File: src/rtl/bcd_pkg.sv
// Shared types and constants for the arbitrated binary-to-BCD converter.
// Imported by the dabble step and the arbiter top.
package bcd_pkg;

  typedef enum logic [1:0] {
    IDLE,
    SHIFT,
    DONE
  } state_t;

  localparam int BIN_W      = 8;
  localparam int BCD_W      = 12;
  localparam int NUM_ITER   = 8;
  localparam int ADD3_LIMIT = 4;

endpackage

File: src/rtl/bcd_dabble_step.sv
// One shift-and-add-3 iteration: shift a bit in, then correct each digit.
// The final iteration skips the correction.
module bcd_dabble_step
  import bcd_pkg::*;
(
  input  logic [BCD_W-1:0] bcd,
  input  logic             in_bit,
  input  logic             last,
  output logic [BCD_W-1:0] nxt
);

  logic [BCD_W-1:0] sh;

  always_comb begin
    sh  = {bcd[BCD_W-2:0], in_bit};
    nxt = sh;
    if (!last) begin
      for (int n = 0; n < BCD_W / 4; n++) begin
        if (sh[4*n +: 4] > 4'(ADD3_LIMIT))
          nxt[4*n +: 4] = sh[4*n +: 4] + 4'd3;
      end
    end
  end

endmodule

File: src/rtl/bcd_convert_arbiter.sv
// Round-robin arbiter sharing one iterative binary-to-BCD engine.
// One byte is converted per grant; results are tagged with the requester.
module bcd_convert_arbiter
  import bcd_pkg::*;
#(
  parameter int NUM_REQ = 4,
  parameter int IDX_W   = 2
) (
  input  logic                     clk,
  input  logic                     rst,
  input  logic [NUM_REQ-1:0]       req,
  input  logic [BIN_W*NUM_REQ-1:0] bin_in,
  output logic [NUM_REQ-1:0]       grant,
  output logic                     busy,
  output logic                     done,
  output logic [IDX_W-1:0]         done_id,
  output logic [BCD_W-1:0]         bcd_out
);

  localparam int CNT_W = $clog2(NUM_ITER);

  state_t             state;
  logic [IDX_W-1:0]   ptr;
  logic [IDX_W-1:0]   sel;
  logic [IDX_W-1:0]   idx_q;
  logic               found;
  logic [BIN_W-1:0]   byte_q;
  logic [BCD_W-1:0]   sr;
  logic [BCD_W-1:0]   sr_nxt;
  logic [CNT_W-1:0]   cnt;
  logic               last;

  // Lowest requester above ptr wins; otherwise lowest at or below ptr.
  always_comb begin
    sel   = '0;
    found = 1'b0;
    for (int i = NUM_REQ - 1; i >= 0; i--) begin
      if (req[i] && i <= int'(ptr)) begin
        sel   = IDX_W'(i);
        found = 1'b1;
      end
    end
    for (int i = NUM_REQ - 1; i >= 0; i--) begin
      if (req[i] && i > int'(ptr)) begin
        sel   = IDX_W'(i);
        found = 1'b1;
      end
    end
  end

  assign last = (cnt == CNT_W'(NUM_ITER - 1));

  bcd_dabble_step u_step (
    .bcd    (sr),
    .in_bit (byte_q[BIN_W-1]),
    .last   (last),
    .nxt    (sr_nxt)
  );

  always_ff @(posedge clk or posedge rst) begin
    if (rst) begin
      state   <= IDLE;
      grant   <= '0;
      busy    <= 1'b0;
      done    <= 1'b0;
      done_id <= '0;
      bcd_out <= '0;
      ptr     <= IDX_W'(NUM_REQ - 1);
      idx_q   <= '0;
      byte_q  <= '0;
      sr      <= '0;
      cnt     <= '0;
    end else begin
      unique case (state)
        IDLE: begin
          grant <= '0;
          if (found) begin
            grant  <= {{(NUM_REQ-1){1'b0}}, 1'b1} << sel;
            ptr    <= sel;
            idx_q  <= sel;
            byte_q <= bin_in[{sel, 3'b000} +: BIN_W];
            sr     <= '0;
            cnt    <= '0;
            busy   <= 1'b1;
            state  <= SHIFT;
          end
        end
        SHIFT: begin
          grant  <= '0;
          sr     <= sr_nxt;
          byte_q <= byte_q << 1;
          cnt    <= cnt + 1'b1;
          if (last) begin
            bcd_out <= sr_nxt;
            done_id <= idx_q;
            done    <= 1'b1;
            state   <= DONE;
          end
        end
        DONE: begin
          done  <= 1'b0;
          busy  <= 1'b0;
          state <= IDLE;
        end
        default: begin
          grant <= '0;
          done  <= 1'b0;
          busy  <= 1'b0;
          state <= IDLE;
        end
      endcase
    end
  end

endmodule

File: config.mk
export PLATFORM = sky130hd
export DESIGN_NAME = bcd_convert_arbiter
export DESIGN_NICKNAME = d
export VERILOG_FILES = /design/src/rtl/bcd_pkg.sv /design/src/rtl/bcd_dabble_step.sv /design/src/rtl/bcd_convert_arbiter.sv
export SDC_FILE = /design/constraint.sdc
export NUM_CORES = 1
export LEC_CHECK = 0
export CORE_MARGIN = 1
export CORE_UTILIZATION = 55
export DETAILED_ROUTE_END_ITERATION = 16
export PLACE_DENSITY = 0.92
export RECOVER_POWER = 25
export SLEW_MARGIN = 20
export SYNTH_ARGS = -nofsm -noshare
export SYNTH_HDL_FRONTEND = slang
export SYNTH_HIERARCHICAL = 1
export SYNTH_SLANG_ARGS = --single-unit
File: constraint.sdc
create_clock -name clk -period 2.8 [get_ports clk]
set_input_delay 0.56 -clock clk [delete_from_list [all_inputs] [get_ports clk]]
set_output_delay 0.56 -clock clk [all_outputs]
set_load 0.05 [all_outputs]
# Word level (Yosys, flattened, before mapping)
# Index checks and enable logic that the tools add are counted.
[classes] bitwise=2 n_eq_ne=5 shift=2 order_cmp=9 n_addsub=4 mux=33 n_reduce_logical=14
[op_table] cell="32-bit by 6-bit indexed part select with 8-bit output" n=1
[op_table] cell="11-bit case mux with 2 select lines" n=1
[op_table] cell="2-bit 2-to-1 mux" n=9
[op_table] cell="4-bit 2-to-1 mux" n=4
[op_table] cell="8-bit case mux with 2 select lines" n=1
[op_table] cell="4-bit by 2-bit adder with 4-bit output (second input constant)" n=3
[op_table] cell="4-bit by 3-bit > comparator with 1-bit output (second input constant)" n=3
[op_table] cell="12-bit 2-to-1 mux" n=1
[op_table] cell="2-bit AND reduction" n=6
[op_table] cell="11-bit 2-to-1 mux" n=1
[op_table] cell="1-bit 2-to-1 mux" n=9
[op_table] cell="8-bit 2-to-1 mux" n=1
[op_table] cell="4-bit case mux with 2 select lines" n=1
[op_table] cell="1-bit logical AND" n=6
[op_table] cell="3-bit case mux with 2 select lines" n=1
[op_table] cell="2-bit > comparator (first input constant)" n=2
[op_table] cell="2-bit less-or-equal comparator (first input constant)" n=2
[op_table] cell="1-bit case mux with 2 select lines" n=2
[op_table] cell="2-bit case mux with 2 select lines" n=1
[op_table] cell="1-bit by 2-bit left shift with 4-bit output (first input constant)" n=1
[op_table] cell="3-bit by 1-bit adder with 3-bit output (second input constant)" n=1
[op_table] cell="3-bit == test (second input constant)" n=1
[op_table] cell="3-bit 2-to-1 mux" n=1
[op_table] cell="2-bit by 1-bit == test with 1-bit output (second input constant)" n=1
[op_table] cell="other kinds (8)" n=9
[totals] regBits=48 out_inout_bits=20 in_bits=38

# Longest topological paths before layout
# Gate-level depths: netlist of the first run.
[depth] ltp_word=12 ltp_mapped=8

# By module
# The synthesis of the first run kept the hierarchy.
[modules_own_cells] module="bcd_convert_arbiter" seq_area_each_um2=1228.7 area_each_um2=2258.4 n_inst=1 cells_each=217
[modules_own_cells] module="bcd_dabble_step" seq_area_each_um2=0.0 area_each_um2=389.1 n_inst=1 cells_each=51

# Least setup slack after synthesis of the first run
# No wires, ideal clock.
[synth_path] path_kind="reg-to-reg" start="reg cnt[0]" end="reg bcd_out[7]" path_buffers=1 slack_ns=0.977 setup_ns=0.125 required_ns=2.675 path_stages_with_launch=8 arrival_time_ns=1.698 path_cell_list="dfrtp_1 > ha_1 > ha_1 > buf_6 > nand2b_4 > a21oi_2 > mux2_4 > mux2_2"
[synth_between] elab_chain_cells=2 word_cells_on_any_way=3 cone_classes="eq/ne: 1; mux: 1; reduce/logical: 1"
[synth_rtl] item="start, declared" line="bcd_convert_arbiter.sv:30" source="logic [CNT_W-1:0] cnt;"
[synth_rtl] item="start signal, assigned" line="bcd_convert_arbiter.sv:92" source="cnt <= cnt + 1'b1;"
[synth_rtl] item="3-bit == test" line="bcd_convert_arbiter.sv:51" source="assign last = (cnt == CNT_W'(NUM_ITER - 1));"
[synth_rtl] item="net last" line="bcd_convert_arbiter.sv:31" source="logic last;"
[synth_rtl] item="12-bit 2-to-1 mux" line="bcd_dabble_step.sv:17" source="if (!last) begin"
[synth_rtl] item="net sr_nxt[7]" line="bcd_convert_arbiter.sv:29" source="logic [BCD_W-1:0] sr_nxt;"
[synth_rtl] item="end signal, assigned" line="bcd_convert_arbiter.sv:94" source="bcd_out <= sr_nxt;"
[synth_rtl] item="end, declared" line="bcd_convert_arbiter.sv:17" source="output logic [BCD_W-1:0] bcd_out"
# The timed path passes the listed nets, and every way through them passes these cells.
# A chain may end at the register's enable or synchronous reset.

# Worst setup path in the final report of the first run
[layout_path] start="in req[2]" end="reg byte_q[4]"
[layout_between] elab_chain_cells=10 word_cells_on_any_way=19 cone_classes="eq/ne: 1; shift: 1; mux: 14; reduce/logical: 3"
[layout_rtl] item="start, declared" line="bcd_convert_arbiter.sv:11" source="input logic [NUM_REQ-1:0] req,"
[layout_rtl] item="1-bit logical AND" line="bcd_convert_arbiter.sv:38" source="if (req[i] && i <= int'(ptr)) begin"
[layout_rtl] item="2-bit 2-to-1 mux (3 in a row)" line="bcd_convert_arbiter.sv:38"
[layout_rtl] item="2-bit 2-to-1 mux (3 in a row)" line="bcd_convert_arbiter.sv:44" source="if (req[i] && i > int'(ptr)) begin"
[layout_rtl] item="32-bit by 6-bit indexed part select with 8-bit output" line="bcd_convert_arbiter.sv:81" source="byte_q <= bin_in[{sel, 3'b000} +: BIN_W];"
[layout_rtl] item="8-bit 2-to-1 mux" line="bcd_convert_arbiter.sv:77" source="if (found) begin"
[layout_rtl] item="8-bit case mux with 2 select lines" line="bcd_convert_arbiter.sv:74" source="unique case (state)"
[layout_rtl] item="end signal, assigned" line="bcd_convert_arbiter.sv:81"
[layout_rtl] item="end signal, assigned" line="bcd_convert_arbiter.sv:91" source="byte_q <= byte_q << 1;"
[layout_rtl] item="end, declared" line="bcd_convert_arbiter.sv:27" source="logic [BIN_W-1:0] byte_q;"
# Parallel ways exist; a longest one is shown, timed or not. The select of a mux whose other input is x is not followed.

==> run summary, run 1 <==
Initial antenna violation count - 0
LEAKAGE - 1.45 nW
Met3 usage - 0.0712
Layout Cells excl Fill - 369
Setup TNS - 0 ns
Placed cells - 361
# fillers - 319
CTS clk-pin slew, worst paths - 0.08 ns
GR Overflow Total - 0
Largest net degree at the start of global routing - 25
First-pass GRT wire length - 9.78 mm
Area post-placement - 3200 µm²
Max-cap violations - 0
CP top delay family - compound AO/OA/AOI/OAI gates
Final #Nets - 362
Max Freq - 453 MHz
Crit-path max cell delay - 0.65 ns
GR Util met2 - 0.432
Buf/Inv on CP - 1
Fin Clk Skew - 0.00449 ns
Clock latency on the worst-skew pair - 0.30 ns
ANT nets after route - 0
RD Place Congestion - 0.806
Final setup fails - 0
Die area - 5020 µm²
Clock Path Buffers - 2
CP max-delay cell - clkdlybuf4s50_1
Critical path fanouts, max - 9
Vias in the first global route - 2149
Mapped Nets - 310
Post-CTS resize count - 0
WP data arrival - 2.40 ns
Relative slew slack - 0.415
Mapped Area - 2610 µm²
Worst EP required - 2.99 ns
Outcome - finished clean
Initial core utilization - 0.587
CTS tree - built
Clock root cell - clkbuf_8
Total Routing Usage GR - 0.251
Post-CTS Setup Inserts - 0
Hold-fix buffers, CTS - 0
Final wirelength - 5.59 mm
Drt via density - 5.89
Crit share post-route - 0.789
GR peak layer - met2
Hold Crit Class - reg2reg
Met1 usage - 0.301
Chip Height - 70.9 µm
Inserted Clock Buffers - 5
# diodes - 0
Synth warn - 6
CP Cell Sequence - clkdlybuf4s50_1 > nor2_2 > a21boi_1 > a31o_1 > a222oi_1 > a21oi_1 > a21o_1
Layout cells sized above 1 - 0.123
Core footprint - 4440 µm²
Boundary Pins - 58
Initial drt markers - 152
Number of DRC violations after detailed routing - 0
Critical path type - in2reg
Sink Count - 48
Drt pass-1 iters - 7
Syn Area/Cell - 9.89 µm²
# port buffers - 57
DR WL/cell - 15.1 µm
P&R area growth vs syn - 25.4%
Startpoint types - primary input
Tmin final - 2.21 ns
Die Wd - 70.9 µm
Pwr per Cell Area - 1150 nW/µm²
Worst-Margin Slew - 0.877 ns
Final Cell Area - 3270 µm²
Slew Limit Fails - 0
Most frequent cells in the layout - clkdlybuf4s50_1 (56), dfrtp_1 (46), nand2_1 (31)
RSZ-0062 raised after global routing - no
FP Rows - 24
CTS H-Tree Depth - 2
Commonest non-fill, non-tap cell in the layout - clkdlybuf4s50_1
Vias - 2175
CP endpoint kind - register
Post-detail-place hpwl - 4.05 mm
Max IR drop VDD - 0.000622 V
Fin. Hold Viols - 0
Syn Inst Count - 264
-- stage by stage --
step	setup slack, ns	hold slack (ns)	total power [mW]	util
2_1_floorplan	0.977	0.444	2.81	-
3_3_place_gp	0.354	0.453	3.29	0.719
3_5_place_dp	0.321	0.462	3.38	0.719
4_1_cts	0.624	0.483	3.79	0.737
5_1_grt	0.491	0.513	4.07	0.736
6_report	0.591	0.483	3.78	0.736
-- sequential cells by signal, summed over array words and instances (netlist names) --
register / flops
byte_q: 8
sr: 11
cnt: 3
done_id: 2
ptr: 2
idx_q: 2
done: 1
busy: 1
bcd_out: 12
grant: 4
state: 2
-- layout make-up --
class	count	area, µm²	area share
timing repair buffer	62	604	0.185
multi-input combinational	187	1270	0.389
clock buffer	7	76.3	0.0233
sequential	48	1200	0.368
tap	52	65.1	0.0199
clock inverter	1	5.00	0.00153
inverter	12	45.0	0.0138
-- path summary, 6_finish.rpt --
| kind | from | slack [ns] | cells past startpoint | end |
|---|---|---|---|---|
| min reg2reg | byte_q[5] | 0.48 | 1 | byte_q[6] |
| min in group asynchronous | rst | 0.88 | 2 | sr[6] |
| max in group asynchronous | rst | 0.96 | 3 | ptr[0] |
| min | byte_q[5] | 0.48 | 1 | byte_q[6] |
| max | req[2] | 0.59 | 7 | byte_q[4] |
| max reg2reg | cnt[0] | 0.70 | 4 | bcd_out[10] |
-- layer usage --
metal,vias to the layer above,part of all wire,wire [µm]
met5,-,0,0
met4,0,0.014,79
met3,12,0.070,390
met2,87,0.51,2850
met1,1039,0.41,2260
li1,1037,-,-
-- worst register-to-register path, cell delays in order (launching register included) --
cell and delay (ns):
dfrtp_1 0.38, ha_1 0.15, ha_1 0.45, nand2_1 0.55
mux2_2 0.45
-- power breakdown --
part	leakage, nW	internal (mW)	switching, mW
Clock	0.0422	0.176	0.222
Combinational	0.822	0.875	1.25
Sequential	0.588	1.01	0.239
Total	1.45	2.06	1.71
Power figures use the tool's default switching activity.
==> inputs of run 2 (changes only) <==
--- a/config.mk
+++ b/config.mk
@@ -6,9 +6,9 @@
 export NUM_CORES = 1
 export LEC_CHECK = 0
 export CORE_MARGIN = 1
-export CORE_UTILIZATION = 55
+export CORE_UTILIZATION = 51
 export DETAILED_ROUTE_END_ITERATION = 16
-export PLACE_DENSITY = 0.92
+export PLACE_DENSITY = 0.86
 export RECOVER_POWER = 25
 export SLEW_MARGIN = 20
 export SYNTH_ARGS = -nofsm -noshare
==> constraint.sdc (replaced) <==
create_clock -name clk -period 2.2 [get_ports clk]
set_input_delay 0.44 -clock clk [delete_from_list [all_inputs] [get_ports clk]]
set_output_delay 0.44 -clock clk [all_outputs]
set_load 0.05 [all_outputs]
==> run summary, run 2 (synthesis gave the netlist of run 1 again) <==
Critical path fanouts, max - 9
Clock Path Buffers - 2
CTS clk-pin slew, worst paths - 0.08 ns
Inserted Clock Buffers - 5
# fillers - 388
Sink Count - 48
Fin Clk Skew - 0.00422 ns
Critical Path Source - req[2]
Core footprint - 4820 µm²
Tmin final - 2.00 ns
# port buffers - 57
Boundary Pins - 58
Number of DRC violations after detailed routing - 0
Clock latency on the worst-skew pair - 0.30 ns
Crit share post-route - 0.911
Worst-Margin Slew - 1.18 ns
# diodes - 0
Initial drt markers - 160
Drt pass-1 iters - 5
CTS H-Tree Depth - 2
Fin. Hold Viols - 0
Commonest non-fill, non-tap cell in the layout - clkdlybuf4s50_1
FP Rows - 25
Dpl ws - -0.105 ns
Sw Ratio - 0.447
Min-delay src - byte_q[4]
P_int - 2.72 mW
Worst EP required - 2.40 ns
Die Wd - 73.5 µm
Chip Height - 73.5 µm
Layout cells sized above 1 - 0.165
CP endpoint kind - register
Post-detail-place hpwl - 4.01 mm
Seq pwr share - 0.322
Largest register FFs - 12
Max-cap violations - 0
Final #Nets - 373
P_sw - 2.20 mW
ANT nets after route - 0
Post-layout util - 0.706
Clk network pwr share - 0.110
Initial antenna violation count - 0
RD Place Congestion - 0.856
CTS tree - built
LEAKAGE - 1.52 nW
WP data arrival - 2.20 ns
Vias in the first global route - 2187
Clock root cell - clkbuf_8
Hold-fix buffers, CTS - 0
DR WL/cell - 14.0 µm
CP Cell Sequence - clkdlybuf4s50_1 > nor2_2 > a21boi_1 > a31o_1 > a222oi_1 > a21oi_1 > a21o_1
Critical path type - in2reg
Max IR drop VDD - 0.000615 V
Drt via density - 5.52
Max Freq - 499 MHz
Largest net degree at the start of global routing - 49
Total Routing Usage GR - 0.227
Top Registers - bcd_out (12), sr (11), byte_q (8)
Outcome - finished clean
CP max-delay cell - clkdlybuf4s50_1
Startpoint types - primary input
Worst setup margin - 0.196 ns
Initial core utilization - 0.542
Vias - 2180
Most frequent cells in the layout - clkdlybuf4s50_1 (56), dfrtp_1 (46), nand2_1 (31)
Crit-path max cell delay - 0.62 ns
Final wirelength - 5.55 mm
Pwr per Cell Area - 1450 nW/µm²
P&R area growth vs syn - 30.3%
Final setup fails - 0
Top reg by flops - bcd_out
Die area - 5410 µm²
First-pass GRT wire length - 9.42 mm
Hold Crit Class - reg2reg
Slew Limit Fails - 0
Critical R2R Launch - cnt[0]
RSZ-0062 raised after global routing - no
Logic pwr share - 0.569
Relative slew slack - 0.215
GR Overflow Total - 0
==> run 2: worst max-delay path: cells and delay by family <==
family,cells,cell delay (ns)
AO/OA/AOI/OAI,5,1.07
AND/OR/NAND/NOR,1,0.07
buffers and inverters,1,0.62
==> run 2: worst paths after layout <==
path | end | slack, ns | cells after the start
worst max-delay path | byte_q[4] | 0.20 | 7
worst min-delay path | byte_q[5] | 0.48 | 1
worst max register to register | bcd_out[3] | 0.21 | 6
worst min register to register | byte_q[5] | 0.48 | 1
max in group asynchronous | bcd_out[3] | 0.53 | 3
min in group asynchronous | bcd_out[8] | 0.96 | 3
==> run 2: timing repair <==
| action | 4_1_cts | 5_1_grt |
|---|---|---|
| setup buffers | 0 | 0 |
| setup endpoints to repair | 0 | 1 |
| resized for setup | 0 | 1 |
==> run 2: stage by stage <==
step / setup TNS, ns / std cells / cell area (µm²) / hold slack [ns] / power, mW
2_1_floorplan: 0 / 264 / 2610 / 0.444 / 3.58
3_3_place_gp: -0.128 / 387 / 3320 / 0.454 / 4.28
3_5_place_dp: -0.730 / 387 / 3320 / 0.462 / 4.38
4_1_cts: 0 / 395 / 3410 / 0.480 / 4.94
5_1_grt: 0 / 395 / 3400 / 0.504 / 5.30
6_report: 0 / 395 / 3400 / 0.478 / 4.93
==> run 2: final cells by class <==
type | instances | area, µm² | share of cell area
multi-input combinational | 187 | 1280 | 0.375
sequential | 48 | 1200 | 0.354
timing repair buffer | 73 | 701 | 0.206
tap | 67 | 83.8 | 0.0246
clock buffer | 6 | 82.6 | 0.0243
inverter | 12 | 45.0 | 0.0132
clock inverter | 2 | 10.0 | 0.00294
==> run 2: per-layer routing <==
| layer | vias up | track usage | wire length (µm) |
|---|---|---|---|
| li1 | 1060 | - | - |
| met1 | 1055 | 0.278 | 2450 |
| met2 | 60 | 0.406 | 2850 |
| met3 | 5 | 0.0549 | 209 |
| met4 | 0 | 0.0470 | 33 |
| met5 | - | 0 | 0 |
==> run 2: power groups by stage <==
stage | Clock, mW | Combinational, mW | Sequential [mW]
after floorplan | 0 | 1.53 | 2.05
after detailed placement | 0 | 2.79 | 1.60
final | 0.541 | 2.80 | 1.58
after CTS | 0.552 | 2.81 | 1.58
after global routing | 0.589 | 3.07 | 1.64
after global placement | 0 | 2.70 | 1.58
==> inputs of run 3 (changes only) <==
--- a/config.mk
+++ b/config.mk
@@ -5,6 +5,7 @@
 export SDC_FILE = /design/constraint.sdc
 export NUM_CORES = 1
 export LEC_CHECK = 0
+export CAP_MARGIN = 10
 export CORE_MARGIN = 1
 export CORE_UTILIZATION = 51
 export DETAILED_ROUTE_END_ITERATION = 16
==> results of run 3 <==
Final layout, timing and power as in run 2 (identical DEF).
